$ cat src/rtl/timing_lockstep_monitor_if.sv
// Bundle of run-control, finish strobes and result signals shared between the
// self-composition top (master) and the timing lockstep monitor (slave).
interface timing_lockstep_monitor_if #(
  parameter int NCH   = 2,
  parameter int CNT_W = 16
);
  logic             start;
  logic [NCH-1:0]   valid_in;
  logic [NCH-1:0]   finish;
  logic             busy;
  logic             done;
  logic             leak;
  logic             timeout;
  logic [NCH-1:0]   mismatch_mask;
  logic [CNT_W-1:0] min_lat;
  logic [CNT_W-1:0] max_lat;
  logic [CNT_W-1:0] leak_count;

  modport master (
    output start, valid_in, finish,
    input  busy, done, leak, timeout, mismatch_mask, min_lat, max_lat, leak_count
  );

  modport slave (
    input  start, valid_in, finish,
    output busy, done, leak, timeout, mismatch_mask, min_lat, max_lat, leak_count
  );
endinterface

$ cat src/rtl/timing_lockstep_monitor.sv
// Timing-equivalence checker for N self-composed copies of a block. Each run
// measures start-to-finish latency per active channel, then reports the spread
// between the fastest and slowest channel, timeouts and per-channel divergence.
module timing_lockstep_monitor #(
  parameter int NCH     = 2,
  parameter int CNT_W   = 16,
  parameter int TOL     = 0,
  parameter int TIMEOUT = 1000
) (
  input  logic                          clk,
  input  logic                          rst,
  timing_lockstep_monitor_if.slave      bus
);

  localparam logic [1:0] S_IDLE   = 2'd0;
  localparam logic [1:0] S_RUN    = 2'd1;
  localparam logic [1:0] S_REPORT = 2'd2;

  localparam logic [CNT_W-1:0] TOL_C     = CNT_W'(TOL);
  localparam logic [CNT_W-1:0] TIMEOUT_C = CNT_W'(TIMEOUT);

  // Saturating increment so the leak counter sticks at all-ones.
  function automatic logic [CNT_W-1:0] sat_inc(input logic [CNT_W-1:0] v);
    return (&v) ? v : v + 1'b1;
  endfunction

  logic [1:0]       state;
  logic [CNT_W-1:0] cnt;
  logic [CNT_W-1:0] cnt_nxt;
  logic [NCH-1:0]   active;
  logic [NCH-1:0]   fin;
  logic [NCH-1:0]   fin_now;
  logic [NCH-1:0]   fin_all;
  logic             all_fin;
  logic [CNT_W-1:0] lat [NCH];

  logic             leak_q;
  logic             timeout_q;
  logic [NCH-1:0]   mask_q;
  logic [CNT_W-1:0] min_q;
  logic [CNT_W-1:0] max_q;
  logic [CNT_W-1:0] lc_q;

  logic             any_fin;
  logic [CNT_W-1:0] r_min;
  logic [CNT_W-1:0] r_max;
  logic [NCH-1:0]   r_mask;
  logic             r_leak;

  // RUN-cycle bookkeeping: latency this cycle is cnt+1; first finish per active channel wins.
  always_comb begin
    cnt_nxt = cnt + 1'b1;
    fin_now = active & ~fin & bus.finish;
    fin_all = fin | fin_now;
    all_fin = ((fin_all & active) == active);
  end

  // Result evaluation over finished active channels, consumed in REPORT.
  always_comb begin
    r_min   = '1;
    r_max   = '0;
    any_fin = 1'b0;
    for (int i = 0; i < NCH; i++) begin
      if (active[i] && fin[i]) begin
        any_fin = 1'b1;
        if (lat[i] < r_min) r_min = lat[i];
        if (lat[i] > r_max) r_max = lat[i];
      end
    end
    if (!any_fin) r_min = '0;
    r_mask = '0;
    for (int i = 0; i < NCH; i++) begin
      r_mask[i] = active[i] & (~fin[i] | ((lat[i] - r_min) > TOL_C));
    end
    r_leak = ((r_max - r_min) > TOL_C) | (timeout_q & any_fin);
  end

  // Control FSM plus latency capture and held result registers.
  always_ff @(posedge clk or posedge rst) begin
    if (rst) begin
      state     <= S_IDLE;
      cnt       <= '0;
      active    <= '0;
      fin       <= '0;
      for (int i = 0; i < NCH; i++) lat[i] <= '0;
      leak_q    <= 1'b0;
      timeout_q <= 1'b0;
      mask_q    <= '0;
      min_q     <= '0;
      max_q     <= '0;
      lc_q      <= '0;
    end else begin
      case (state)
        S_IDLE: begin
          if (bus.start) begin
            cnt       <= '0;
            active    <= bus.valid_in;
            fin       <= '0;
            leak_q    <= 1'b0;
            timeout_q <= 1'b0;
            mask_q    <= '0;
            min_q     <= '0;
            max_q     <= '0;
            state     <= (bus.valid_in == '0) ? S_REPORT : S_RUN;
          end
        end
        S_RUN: begin
          cnt <= cnt_nxt;
          fin <= fin_all;
          for (int i = 0; i < NCH; i++) begin
            if (fin_now[i]) lat[i] <= cnt_nxt;
          end
          if (all_fin) begin
            state <= S_REPORT;
          end else if (cnt_nxt == TIMEOUT_C) begin
            state     <= S_REPORT;
            timeout_q <= 1'b1;
          end
        end
        S_REPORT: begin
          leak_q <= r_leak;
          mask_q <= r_mask;
          min_q  <= r_min;
          max_q  <= r_max;
          if (r_leak) lc_q <= sat_inc(lc_q);
          state  <= S_IDLE;
        end
        default: state <= S_IDLE;
      endcase
    end
  end

  assign bus.busy          = (state != S_IDLE);
  assign bus.done          = (state == S_REPORT);
  assign bus.leak          = leak_q;
  assign bus.timeout       = timeout_q;
  assign bus.mismatch_mask = mask_q;
  assign bus.min_lat       = min_q;
  assign bus.max_lat       = max_q;
  assign bus.leak_count    = lc_q;

endmodule

$ cat src/flat_wrapper.sv
// flat-port wrapper written by rule: the top's interface ports become plain ports
module timing_lockstep_monitor_flat 
#(
  parameter int NCH     = 2,
  parameter int CNT_W   = 16,
  parameter int TOL     = 0,
  parameter int TIMEOUT = 1000
)
  (clk, rst, bus_start, bus_valid_in, bus_finish, bus_busy, bus_done, bus_leak, bus_timeout, bus_mismatch_mask, bus_min_lat, bus_max_lat, bus_leak_count);
  timing_lockstep_monitor_if #(.NCH(NCH), .CNT_W(CNT_W)) bus_i ();
  input  logic clk;
  input  logic rst;
  input wire logic [$bits(bus_i.start)-1:0] bus_start;
  input wire logic [$bits(bus_i.valid_in)-1:0] bus_valid_in;
  input wire logic [$bits(bus_i.finish)-1:0] bus_finish;
  output wire logic [$bits(bus_i.busy)-1:0] bus_busy;
  output wire logic [$bits(bus_i.done)-1:0] bus_done;
  output wire logic [$bits(bus_i.leak)-1:0] bus_leak;
  output wire logic [$bits(bus_i.timeout)-1:0] bus_timeout;
  output wire logic [$bits(bus_i.mismatch_mask)-1:0] bus_mismatch_mask;
  output wire logic [$bits(bus_i.min_lat)-1:0] bus_min_lat;
  output wire logic [$bits(bus_i.max_lat)-1:0] bus_max_lat;
  output wire logic [$bits(bus_i.leak_count)-1:0] bus_leak_count;
  assign bus_i.start = bus_start;
  assign bus_i.valid_in = bus_valid_in;
  assign bus_i.finish = bus_finish;
  assign bus_busy = bus_i.busy;
  assign bus_done = bus_i.done;
  assign bus_leak = bus_i.leak;
  assign bus_timeout = bus_i.timeout;
  assign bus_mismatch_mask = bus_i.mismatch_mask;
  assign bus_min_lat = bus_i.min_lat;
  assign bus_max_lat = bus_i.max_lat;
  assign bus_leak_count = bus_i.leak_count;
  timing_lockstep_monitor #(.NCH(NCH), .CNT_W(CNT_W), .TOL(TOL), .TIMEOUT(TIMEOUT)) u_core (.clk(clk), .rst(rst), .bus(bus_i));
endmodule
$ cat config.mk
export PLATFORM = sky130hd
export DESIGN_NAME = timing_lockstep_monitor_flat
export DESIGN_NICKNAME = d
export VERILOG_FILES = /design/src/rtl/timing_lockstep_monitor_if.sv /design/src/rtl/timing_lockstep_monitor.sv /design/src/flat_wrapper.sv
export SDC_FILE = /design/constraint.sdc
export NUM_CORES = 1
export LEC_CHECK = 0
export CELL_PAD_IN_SITES_DETAIL_PLACEMENT = 1
export CELL_PAD_IN_SITES_GLOBAL_PLACEMENT = 1
export CORE_UTILIZATION = 35
export DETAILED_ROUTE_END_ITERATION = 10
export GPL_TIMING_DRIVEN = 1
export PLACE_DENSITY = 0.73
export SLEW_MARGIN = 10
export SYNTH_ARGS = -nofsm -noshare
export SYNTH_HDL_FRONTEND = slang
export SYNTH_SLANG_ARGS = --single-unit
$ cat constraint.sdc
create_clock -name clk -period 6.4 [get_ports clk]
set_input_delay 1.92 -clock clk [delete_from_list [all_inputs] [get_ports clk]]
set_output_delay 1.92 -clock clk [all_outputs]
set_load 0.005 [all_outputs]
Word-level counts from Yosys, hierarchy flattened
Cells that the tools add are included.
{"block": "word_totals", "out_inout_bits": 54, "ff_bits": 106, "in_bits": 7, "elab_cells": 90}
{"block": "classes", "order_cmp": 7, "eq_ne": 8, "n_reduce_logical": 16, "n_bitwise": 14, "add_sub_neg": 5, "n_mux": 28}
{"cell": "$mux 16", "n": 10}
{"cell": "$pmux 16 s2", "n": 3}
{"cell": "$gt 16x1->1 const B", "n": 4}
{"cell": "$sub 16x16->16", "n": 3}
{"cell": "$add 16x1->16 const B", "n": 2}
{"cell": "$eq 16x10->1 const B", "n": 1}
{"cell": "$gt 16x16->1", "n": 1}
{"cell": "$lt 16x16->1", "n": 1}
{"cell": "$lt 16x16->1 const B", "n": 1}
{"cell": "$reduce_and 16->1", "n": 1}
{"cell": "$pmux 2 s2", "n": 3}
{"cell": "$reduce_and 2->1", "n": 6}
{"cell": "$mux 2", "n": 5}
{"cell": "$and 2x2->2", "n": 3}
{"cell": "$reduce_bool 2->1", "n": 3}
{"cell": "$mux 1", "n": 5}
{"cell": "$logic_not 2->1", "n": 2}
{"cell": "$ne 2x2->1 const B", "n": 2}
{"cell": "$pmux 1 s2", "n": 2}
{"cell": "$reduce_and 4->1", "n": 1}
{"cell": "$and 1x1->1", "n": 3}
{"cell": "$ne 3x1->1 const B", "n": 1}
{"cell": "$not 1->1", "n": 3}
{"cell": "$or 1x1->1", "n": 3}
{"cell": "8 further kinds", "n": 9}

Depth between registers and ports, before layout
{"block": "depth", "word_depth": 12, "depth_mapped": 26, "mapped_depth_nobuf": 21}

Worst setup path before layout
No wires, ideal clock.
{"block": "synth_path", "kind": "register -> register", "startpoint": "register u_core.lat[31] (netlist name)", "endpoint": "register u_core.lc_q[1] (netlist: u_core.bus.leak_count[1])", "t_required_ns": 6.275, "setup_ns": 0.125, "n_path_buf": 4, "path_stages_with_launch": 25, "period_less_slack_ns": 6.081, "t_arrival_ns": 5.956, "path_slack_ns": 0.319, "cell_sequence": "dfrtp_1 clkbuf_1 nand4_1 o41ai_1 clkbuf_1 nor2_1 ha_1 a211oi_1 o221ai_1 a211oi_1 o21ai_1 buf_2 buf_1 a311oi_1 ha_1 nor2b_4 o2111ai_4 nand3b_4 and3_1 or3_1 a2111oi_2 or4b_4 nand3_4 nor2_2 mux2_4"}
{"block": "synth_between", "elab_chain_len": 11, "word_cells_on_any_way": 17, "classes_between": "add/sub: 1; order compare: 5; mux: 9; bitwise: 1; reduce/logical: 1"}
{"item": "start, declared", "line": "timing_lockstep_monitor.sv:35", "text": "logic [CNT_W-1:0] lat [NCH];"}
{"item": "start signal, assigned by index", "line": "timing_lockstep_monitor.sv:111", "text": "if (fin_now[i]) lat[i] <= cnt_nxt;"}
{"item": "$lt 16x16->1", "line": "timing_lockstep_monitor.sv:66", "text": "if (lat[i] < r_min) r_min = lat[i];"}
{"item": "$mux 16", "line": "timing_lockstep_monitor.sv:66"}
{"item": "$mux 16", "line": "timing_lockstep_monitor.sv:64", "text": "if (active[i] && fin[i]) begin"}
{"item": "$lt 16x16->1", "line": "timing_lockstep_monitor.sv:66"}
{"item": "$mux 16", "line": "timing_lockstep_monitor.sv:66"}
{"item": "$mux 16", "line": "timing_lockstep_monitor.sv:64"}
{"item": "$mux 16", "line": "timing_lockstep_monitor.sv:70", "text": "if (!any_fin) r_min = '0;"}
{"item": "$sub 16x16->16 (*)", "line": "timing_lockstep_monitor.sv:75", "text": "r_leak = ((r_max - r_min) > TOL_C) | (timeout_q & any_fin);"}
{"item": "$gt 16x1->1 (*)", "line": "timing_lockstep_monitor.sv:75"}
{"item": "$or 1x1->1 (*)", "line": "timing_lockstep_monitor.sv:75"}
{"item": "$reduce_and 3->1 (no line) (*)"}
{"item": "end signal, assigned", "line": "timing_lockstep_monitor.sv:125", "text": "if (r_leak) lc_q <= sat_inc(lc_q);"}
{"item": "end, declared", "line": "timing_lockstep_monitor.sv:42", "text": "logic [CNT_W-1:0] lc_q;"}
Every way passes the cells marked *; elsewhere a longest branch is shown, timed or not.
A chain may end at the register's enable or synchronous reset.

Worst setup path in the final report
{"block": "layout_path", "startpoint": "register u_core.lat[30] (netlist name)", "endpoint": "register u_core.lc_q[1] (netlist: u_core.bus.leak_count[1])"}
Same word-level chain as after synthesis.

==> run metrics <==
final worst setup slack roughly 0.27 ns; HP Class flip-flop to flip-flop; synthesis-to-layout area growth 17.70%; Slew Viols, Final 0; crit path DAT around 6.4 ns; Setup-failing EPs final 0; commonest non-fill, non-tap cell in the layout nand2_1; LEAKAGE around 3.7 nW; number of synthesized register bits 106; Sink Count roughly 110; Max clock buf depth 2; Distinct cells, synth 69; reg2reg path depth 22; Worst slew margin a little under a third; Max Clock Freq about 160 MHz; status finished clean; first-pass GRT wire length about 36000 um; GPL Wtd Cong around 0.91; vias in the first global route ~6700; hold depth 2; Async SR Flop Fraction 100.0%; Inserted Diodes 0; fin crit period roughly 6.1 ns; Congestion Overflow GR 0; hold-fix buffers at CTS 0; Reg2Reg Setup Slack around 0.27 ns; Least-Margin Pin Slew a little over 1 ns; Starting Density between 30 and 40%; syn nets between 900 and 1000; FILL cells 2466; largest net degree at the start of global routing 83; maximum vdd drop 0.0001806 V; Post-synth EDFFs 0; CP Launch Type flip-flop; Fin. Hold Viols 0; die height approximately 150 um; FP Rows 53; Post-Syn Area between 7000 and 8000 um^2; fin crit share around 96%; fin nets ~1000; CP endpoint kind flip-flop; Avg Synthesized Cell Area 8.722 um^2; crit path kind flip-flop to flip-flop; I/O Pins 61; CTS Buf Count 9; CTS clk-pin slew, worst paths approximately 0.07 ns; max_cap viols 0; Tot GR Track Use between 20% and 30%; Root Driver clkbuf_16; Wirelength per Cell 18.49 um; Die X around 150 um; Detail Route Antenna Nets 0; pre-CTS WS between 0.2 and 0.25 ns; Cells after Synth between 800 and 900; port buffer count 60; CP Max Fanout 23; Worst EP required roughly 6.6 ns; dpl hpwl roughly 18000 um; # DRC 0; Initial DRC Count roughly 240; CTS H-tree depth 3; share of layout cells above drive strength 1 8.190%; vias per cell 5.581; PD cells roughly 500 nW/um^2; CTS tree done; top_reg_cell synth dfrtp_1; most frequent cells in the layout nand2_1 (109), dfrtp_1 (105), nor2_1 (82); Routed Wire Length 22250 um; Yosys warning total 0; routed vias between 6000 and 7000; first drt pass iteration count 4; Clock Latency Late Sink 0.37 ns; sequential share of the synthesized area between 30% and 40%; Core Area about 21000 um^2; antenna violations before repair 0; post-layout util between 40% and 50%; clk_skew just over 0.01 ns; full die area 22020 um^2
-- per-layer routing --
layer	routed length (um)	GRT usage, %	share of wire, %
met1	10940	29.63	49
met2	10250	34.34	46
met3	705	2.485	3.2
met4	349	5.722	1.6
met5	0	0	0
-- where the power goes --
group | internal (mW) | switching [mW]
registers | 0.857 | 0.320
logic | 1.15 | 1.48
clock network | 0.269 | 0.273
-- final timing paths --
| path | start | end |
|---|---|---|
| setup / recovery | u_core.lat[30] | u_core.bus.leak_count[1] |
| min in group asynchronous | rst | u_core.state[1] |
| hold / removal | u_core.bus.min_lat[11] | u_core.bus.min_lat[11] |
| setup reg to reg | u_core.lat[30] | u_core.bus.leak_count[1] |
| max in group asynchronous | rst | u_core.bus.max_lat[0] |
| hold reg to reg | u_core.bus.min_lat[11] | u_core.bus.min_lat[11] |
-- registers in the layout, indices dropped and copies added, names as in the netlist --
name	count
u_core.active	2
u_core.bus.min_lat	16
u_core.cnt	16
u_core.state	2
u_core.bus.mismatch_mask	2
u_core.lat	32
u_core.bus.max_lat	16
u_core.bus.leak_count	16
u_core.bus.leak	1
u_core.bus.timeout	1
u_core.fin	2
-- critical path: stages (launching register included) --
cell and delay, ns:
dfrtp_1 0.48, nand4_1 0.14, o41ai_2 0.34, buf_4 0.25, nor2_1 0.08, ha_1 0.31, a211oi_1 0.20, o221ai_1 0.18
a211oi_2 0.38, o21ai_4 0.20, buf_4 0.25, o211ai_1 0.31, ha_1 0.34, a21oi_2 0.18, nand3b_1 0.09, nand3b_4 0.17
and3_1 0.17, or3_1 0.36, a2111oi_2 0.42, or4b_4 0.52, nand3_4 0.21, nor2_2 0.09, mux2_4 0.30
-- metrics by stage --
step | power (mW) | TNS (ns) | hold slack (ns) | std cells | area (um^2)
floorplan | 2.916 | 0 | 0.4692 | 860 | 7501
global placement | 3.713 | 0 | 0.4616 | 1187 | 8533
detailed placement | 3.803 | 0 | 0.4698 | 1187 | 8533
CTS | 4.369 | 0 | 0.4886 | 1203 | 8815
global route | 4.718 | -0.1562 | 0.4989 | 1203 | 8828
finish | 4.357 | 0 | 0.4806 | 1203 | 8828
-- what timing repair did --
item / CTS / global route
resized for setup: 0 / 3
buffers inserted: 0 / 0
endpoints found under the setup margin: 0 / 16
hold endpoints to repair: 0 / 0
-- synthesized netlist by cell type, types with 8 or more instances --
cell | count | area (um^2)
inv_1 | 16 | 60.06
nand4_1 | 14 | 87.58
dfrtp_1 | 106 | 2653
clkbuf_1 | 28 | 105.1
o211ai_1 | 22 | 165.2
xnor2_1 | 15 | 131.4
xor2_1 | 27 | 236.5
a31oi_1 | 11 | 68.82
nor3_1 | 19 | 95.09
and3_1 | 10 | 62.56
nand3_1 | 26 | 130.1
a21oi_1 | 61 | 305.3
o21ai_0 | 77 | 385.4
nor2b_1 | 8 | 50.05
nand2_1 | 109 | 409.1
o21a_1 | 9 | 67.56
ha_1 | 78 | 975.9
a22o_1 | 17 | 148.9
a21o_1 | 8 | 60.06
nand2b_1 | 8 | 50.05
nor2_1 | 84 | 315.3
-- cell type report --
class / count / area [um^2] / share of cell area [%]
clock inverters: 6 / 52.55 / 0.5952
flip-flops and latches: 106 / 2654 / 30.06
well taps: 275 / 344.1 / 3.897
clock buffers: 10 / 229.0 / 2.594
inverters: 16 / 62.56 / 0.7086
repair buffers: 86 / 795.8 / 9.014
multi-input cells: 704 / 4691 / 53.13
-- kinds of logic after synthesis --
| kind of cell | after synthesis | share of synthesized area, % |
|---|---|---|
| compound gates | 254 | 21.80 |
| buf+inv | 50 | 2.619 |
| fa+ha+maj | 78 | 13.01 |
| mux | 12 | 1.868 |
| simple gates | 318 | 20.43 |
| xor+xnor | 42 | 4.904 |
| flops | 106 | 35.36 |
(Power assumes the default switching activity.)
